$ cat config.mk
export PLATFORM = sky130hd
export DESIGN_NAME = alu_arbiter
export DESIGN_NICKNAME = d
export VERILOG_FILES = /design/src/rtl/alu_arbiter.sv
export SDC_FILE = /design/constraint.sdc
export NUM_CORES = 1
export LEC_CHECK = 0
export ABC_AREA = 1
export CORE_UTILIZATION = 30
export DETAILED_ROUTE_END_ITERATION = 16
export GPL_ROUTABILITY_DRIVEN = 1
export PLACE_DENSITY = 0.67
export REMOVE_ABC_BUFFERS = 1
export SLEW_MARGIN = 20
export SYNTH_ARGS = -nofsm -noshare
export SYNTH_HDL_FRONTEND = slang
export SYNTH_SLANG_ARGS = --single-unit
export TNS_END_PERCENT = 30
$ cat constraint.sdc
create_clock -name clk -period 2.9 [get_ports clk]
set_input_delay 0.58 -clock clk [delete_from_list [all_inputs] [get_ports clk]]
set_output_delay 0.58 -clock clk [all_outputs]
set_load 0.01 [all_outputs]
$ cat src/rtl/alu_arbiter.sv
// Two-requester front end for one shared combinational ALU.
// Ports: clk/rst, req0_*/req1_* valid-ready operation inputs,
// alu_* drive/result of the shared ALU, rsp_* captured response
// (valid-ready), busy = not idle.
module alu_arbiter #(
  parameter int DATA_W = 32
) (
  input  logic              clk,
  input  logic              rst,
  input  logic              req0_valid,
  output logic              req0_ready,
  input  logic [3:0]        req0_ctl,
  input  logic [DATA_W-1:0] req0_a,
  input  logic [DATA_W-1:0] req0_b,
  input  logic              req1_valid,
  output logic              req1_ready,
  input  logic [3:0]        req1_ctl,
  input  logic [DATA_W-1:0] req1_a,
  input  logic [DATA_W-1:0] req1_b,
  output logic [3:0]        alu_ctl,
  output logic [DATA_W-1:0] alu_data_1,
  output logic [DATA_W-1:0] alu_data_2,
  input  logic [DATA_W-1:0] alu_res,
  input  logic              alu_zero,
  output logic              rsp_valid,
  input  logic              rsp_ready,
  output logic              rsp_id,
  output logic [DATA_W-1:0] rsp_res,
  output logic              rsp_zero,
  output logic              busy
);

  typedef enum logic [1:0] {
    IDLE = 2'd0,
    EXEC = 2'd1,
    RESP = 2'd2
  } state_t;

  state_t            state;
  logic              last_grant;
  logic [3:0]        op_ctl;
  logic [DATA_W-1:0] op_a;
  logic [DATA_W-1:0] op_b;
  logic              op_id;
  logic              gnt0;
  logic              gnt1;

  // On a tie the requester that did not win last time is granted.
  always_comb begin
    gnt0 = req0_valid && (!req1_valid || last_grant);
    gnt1 = req1_valid && (!req0_valid || !last_grant);
  end

  // Readys and busy are masked by rst so nothing is offered
  // while a reset is pending.
  assign req0_ready = !rst && (state == IDLE) && gnt0;
  assign req1_ready = !rst && (state == IDLE) && gnt1;
  assign busy       = !rst && (state != IDLE);

  assign alu_ctl    = op_ctl;
  assign alu_data_1 = op_a;
  assign alu_data_2 = op_b;

  always_ff @(posedge clk) begin
    if (rst) begin
      state      <= IDLE;
      last_grant <= 1'b1;
      op_ctl     <= '0;
      op_a       <= '0;
      op_b       <= '0;
      op_id      <= 1'b0;
      rsp_valid  <= 1'b0;
      rsp_id     <= 1'b0;
      rsp_res    <= '0;
      rsp_zero   <= 1'b0;
    end else begin
      unique case (state)
        IDLE: begin
          if (req0_ready) begin
            op_ctl     <= req0_ctl;
            op_a       <= req0_a;
            op_b       <= req0_b;
            op_id      <= 1'b0;
            last_grant <= 1'b0;
            state      <= EXEC;
          end else if (req1_ready) begin
            op_ctl     <= req1_ctl;
            op_a       <= req1_a;
            op_b       <= req1_b;
            op_id      <= 1'b1;
            last_grant <= 1'b1;
            state      <= EXEC;
          end
        end
        EXEC: begin
          rsp_res   <= alu_res;
          rsp_zero  <= alu_zero;
          rsp_id    <= op_id;
          rsp_valid <= 1'b1;
          state     <= RESP;
        end
        RESP: begin
          if (rsp_ready) begin
            rsp_valid <= 1'b0;
            state     <= IDLE;
          end
        end
        default: state <= IDLE;
      endcase
    end
  end

endmodule

Word level (Yosys, flattened, before mapping)
Cells that the tools add are included.
{ "word_totals": {"regBits": 107, "latchBits": 0, "ram_bits": 0, "romBits": 0, "input_bits": 174, "out_inout_bits": 106, "word_cells": 47, "n_memories": 0} }
{ "op_classes": {"addsub": 0, "mul": 0, "div_mod_pow": 0, "n_lt_le_gt_ge": 0, "eq_ne": 4, "shifts": 0, "muxes": 14, "bitwise": 0, "reduce_logical": 19} }
{ "ops": {"columns": ["cell", "count"], "rows": [
  ["$mux 32", 4],
  ["$mux 4", 2],
  ["$logic_and 1x1->1", 6],
  ["$mux 2", 3],
  ["$pmux 2 s3", 1],
  ["$reduce_and 2->1", 3],
  ["$reduce_bool 2->1", 3],
  ["$logic_not 1->1", 4],
  ["$mux 1", 3],
  ["$ne 3x3->1 const B", 1],
  ["$eq 2x1->1 const B", 1],
  ["$eq 2x2->1 const B", 1],
  ["$logic_not 2->1", 1],
  ["$logic_or 1x1->1", 2],
  ["$ne 2x2->1 const B", 1],
  ["$pmux 1 s2", 1]
]} }

Depth between registers and ports, before layout
{ "depth": {"ltp_word": 7, "mapped_depth": 10, "ltp_nobuf": 8} }

Worst setup path after synthesis
No wires, ideal clock.
{ "synth_timing": {"path_kind": "input to output", "start": "in req0_valid", "end": "out req1_ready", "arrival_time_ns": 1.281, "required_time_ns": 2.320, "slack_ns": 1.039, "stages": 6, "n_path_buf": 1, "path_cell_list": "nand2_1 -> nand2_1 -> inv_1 -> nand2_1 -> clkbuf_1 -> inv_1"} }
{ "synth_via": {"elab_chain_cells": 4} }
{ "synth_rtl": {"columns": ["element", "line", "rtl"], "rows": [
  ["from (decl)", "10", "input logic req0_valid,"],
  ["$logic_not 1->1", "51", "gnt1 = req1_valid && (!req0_valid || !last_grant);"],
  ["$logic_or 1x1->1", "51", null],
  ["$logic_and 1x1->1", "51", null],
  ["$logic_and 1x1->1", "57", "assign req1_ready = !rst && (state == IDLE) && gnt1;"],
  ["to (decl)", "16", "output logic req1_ready,"]
]} }
No other way between the ends.

Final worst setup path
{ "layout_timing": {"start": "in req0_valid", "end": "out req0_ready"} }
{ "layout_via": {"elab_chain_cells": 2} }
{ "layout_rtl": {"columns": ["element", "line", "rtl"], "rows": [
  ["$logic_and 1x1->1", "50", "gnt0 = req0_valid && (!req1_valid || last_grant);"],
  ["$logic_and 1x1->1", "56", "assign req0_ready = !rst && (state == IDLE) && gnt0;"],
  ["to (decl)", "11", "output logic req0_ready,"]
]} }
No other way between the ends.

==> impl_metrics.toml <==
[status]
status = "completed"

[placement]
place_hpwl_mm = 10.7
place.gp.congestion = 0.782
preCtsSetupSlack_ns = 0.190
placed_area_um2 = 8180
port_buffers = 279

[clocking]
clk_pin_slew_ns = 0.07
root_buffer = "clkbuf_16"
cts_made_buffers = 9
post_cts_buffers = 0
htreeDepth = 3
cts_resized = 0
cts_tree = "done"
clock_latency_ns = 0.34
cts_hold_buf = 0
clk_path_buf_depth = 2
clock-sinks = 107

[logic_synthesis]
synthSimpleGateAreaFrac_pct = 45.0
synth_area_um2 = 5250
synth_top_area_share_pct = 40.8
ys_warn_count = 0
synthMuxAreaShare_pct = 0
ys_ff_latch = 107
synth_edf_count = 0
ys.flop_type = "dfxtp_1"
netlist_instances = 834
yosysUniqueCellTypes = 20
synth_area_per_cell_um2 = 6.29
synth.area.top_cells = "dfxtp_1 (41%), nor2_1 (19%), nand2_1 (15%), nand3b_1 (9.9%), inv_1 (5.1%)"
synth_commonest_cells = "nor2_1 (272), nand2_1 (211), dfxtp_1 (107), inv_1 (71), nand3b_1 (69)"
synth_adder_area_share_pct = 0
async_reset_ff_share_pct = 0
ys_seq_area_share_pct = 40.8
yosys.area.top_type = "dfxtp_1"
yosysMostFrequentCell = "nor2_1"
synth_compound_area_share_pct = 4.10
synth_top_family_by_area = "simple AND/OR/NAND/NOR gates"
synth_xor_area_share_pct = 0

[sta]
hold_viol = 0
fmax_mhz = 370
maxSlewHeadroom_pct = 42.3
rsz0062_at_grt = "no"
min_period_ns = 2.71
finalSetupViolCount = 0
final_max_slew_viol_count = 0
fin_hold_ws_ns = 0.480
period_share_pct = 93.3
layout_setup_ws_ns = 0.195
skew_ns = 0.00804
tightest_slew_ns = 0.865

[route]
met2_length_mm = 7.31
highest_layer = "met4"
via_count = 5564
drt_iter0_drc = 227
drc_errors = 0
routed_wl_mm = 16.2
vias_per_cell = 4.27
ant_nets = 0
route.layer.met1.wl_mm = 6.80
drt-pass1-iter-count = 4
wl_per_cell_um = 12.4
wl_met3_mm = 1.92

[grt]
grt_overflow = 0
grt_pass1_wl_mm = 25.3
antenna_found_initial = 0
grt_pass1_vias = 5116
gr-usage-all-layers_pct = 17.5
grt_max_degree = 206

[die]
initial_core_util_pct = 31.2
die_x_um = 134
rows = 47
die-area_um2 = 18000
die_h_um = 134
io_pins = 280
core_um2 = 16800

[pwr]
finalPower_uw = 4180
p_per_area_nw_per_um2 = 493
ir_worst_vdd_mv = 0.262
p_leak_uw = 0.00402

[hold_path]
hold_depth = 2
min_from = "op_id"
min_to = "op_id"
hold_class = "reg2reg"

[finish]
layout-drive-gt1-share_pct = 2.77
diodes = 0
nFillCells = 1693
finish.instance_area_um2 = 8480
fin_util_pct = 50.4
nNetsFinal = 1251
syn_to_final_growth_pct = 61.6

[job]
cap_violations = 0

[critical_path]
path_max_fanout = 3
cp.required_ns = 2.32
worstSetupPathType = "in2out"
arrival_ns = 2.13
cp-start-kind = "primary input"
rr_startpoint = "state[1]"
rr_worst_depth = 8
reg2reg_setup_slack_ns = 1.04
cp-end-kind = "output pin"
rr_endpoint = "alu_data_1[25]"
==> stage by stage <==
step                std cells  setup TNS, ns
finish                   1302              0
global route             1302              0
CTS                      1302              0
detailed placement       1286              0
global placement         1286              0
floorplan                 781         -26.37
==> worst max-delay path by stage <==
stage / depth (start not counted) / slack, ns / start / to
after detailed placement: 5 / 0.19 / req0_valid / req0_ready
after global placement: 5 / 0.20 / req0_valid / req0_ready
after CTS: 5 / 0.19 / req0_valid / req0_ready
after global routing: 5 / 0.12 / req0_valid / req0_ready
after floorplan: 6 / -0.38 / rst / alu_ctl[0]
final: 5 / 0.19 / req0_valid / req0_ready
==> placed cells by master, fill, tap and decap left out, drive strengths merged, types with 3 or more instances in the layout <==
cell type and count:
a21oi 3, buf 6, clkbuf 11, clkdlybuf4s50 279, clkinv 4, dfxtp 107
inv 76, nand2 212, nand3b 69, nor2 274, o21ai 35
==> cells by family (layout without fill, tap and decap cells) <==
kind of cell           Yosys count  after routing
AOI/OAI and AO/OA               41             41
buffers and inverters          129            377
DFF                            107            107
and+or+nand+nor                557            557
==> per-layer routing <==
metal / vias up / track usage [%]
li1: 2985 / -
met1: 2362 / 20.1
met2: 207 / 29.9
met3: 10 / 7.18
met4: 0 / 4.87
met5: - / 0
==> critical path, cell delays in order <==
cell	delay, ns
clkdlybuf4s50_1	0.50
a21boi_1	0.38
nand2_8	0.08
inv_2	0.07
clkdlybuf4s50_1	0.52
==> flip-flops by register name (all words and copies together), names as in the netlist <==
signal / count
last_grant: 1
state: 2
rsp_res: 32
op_id: 1
alu_data_1: 32
alu_ctl: 4
alu_data_2: 32
rsp_id: 1
rsp_valid: 1
rsp_zero: 1
==> power breakdown <==
part,switching [uW],total [uW],internal (uW)
logic,550,1230,678
clock network,555,1250,699
registers,70.4,1700,1630
total,1180,4180,3010
==> area by class of cell <==
| class | instances | area, um2 | area share [%] |
|---|---|---|---|
| timing repair buffer | 285 | 2880 | 33.9 |
| clock buffer | 11 | 243 | 2.86 |
| multi-input combinational | 598 | 2600 | 30.6 |
| clock inverter | 5 | 61.3 | 0.723 |
| tap | 220 | 275 | 3.25 |
| inverter | 76 | 285 | 3.36 |
| sequential | 107 | 2140 | 25.3 |
Power figures use the tool's default switching activity.
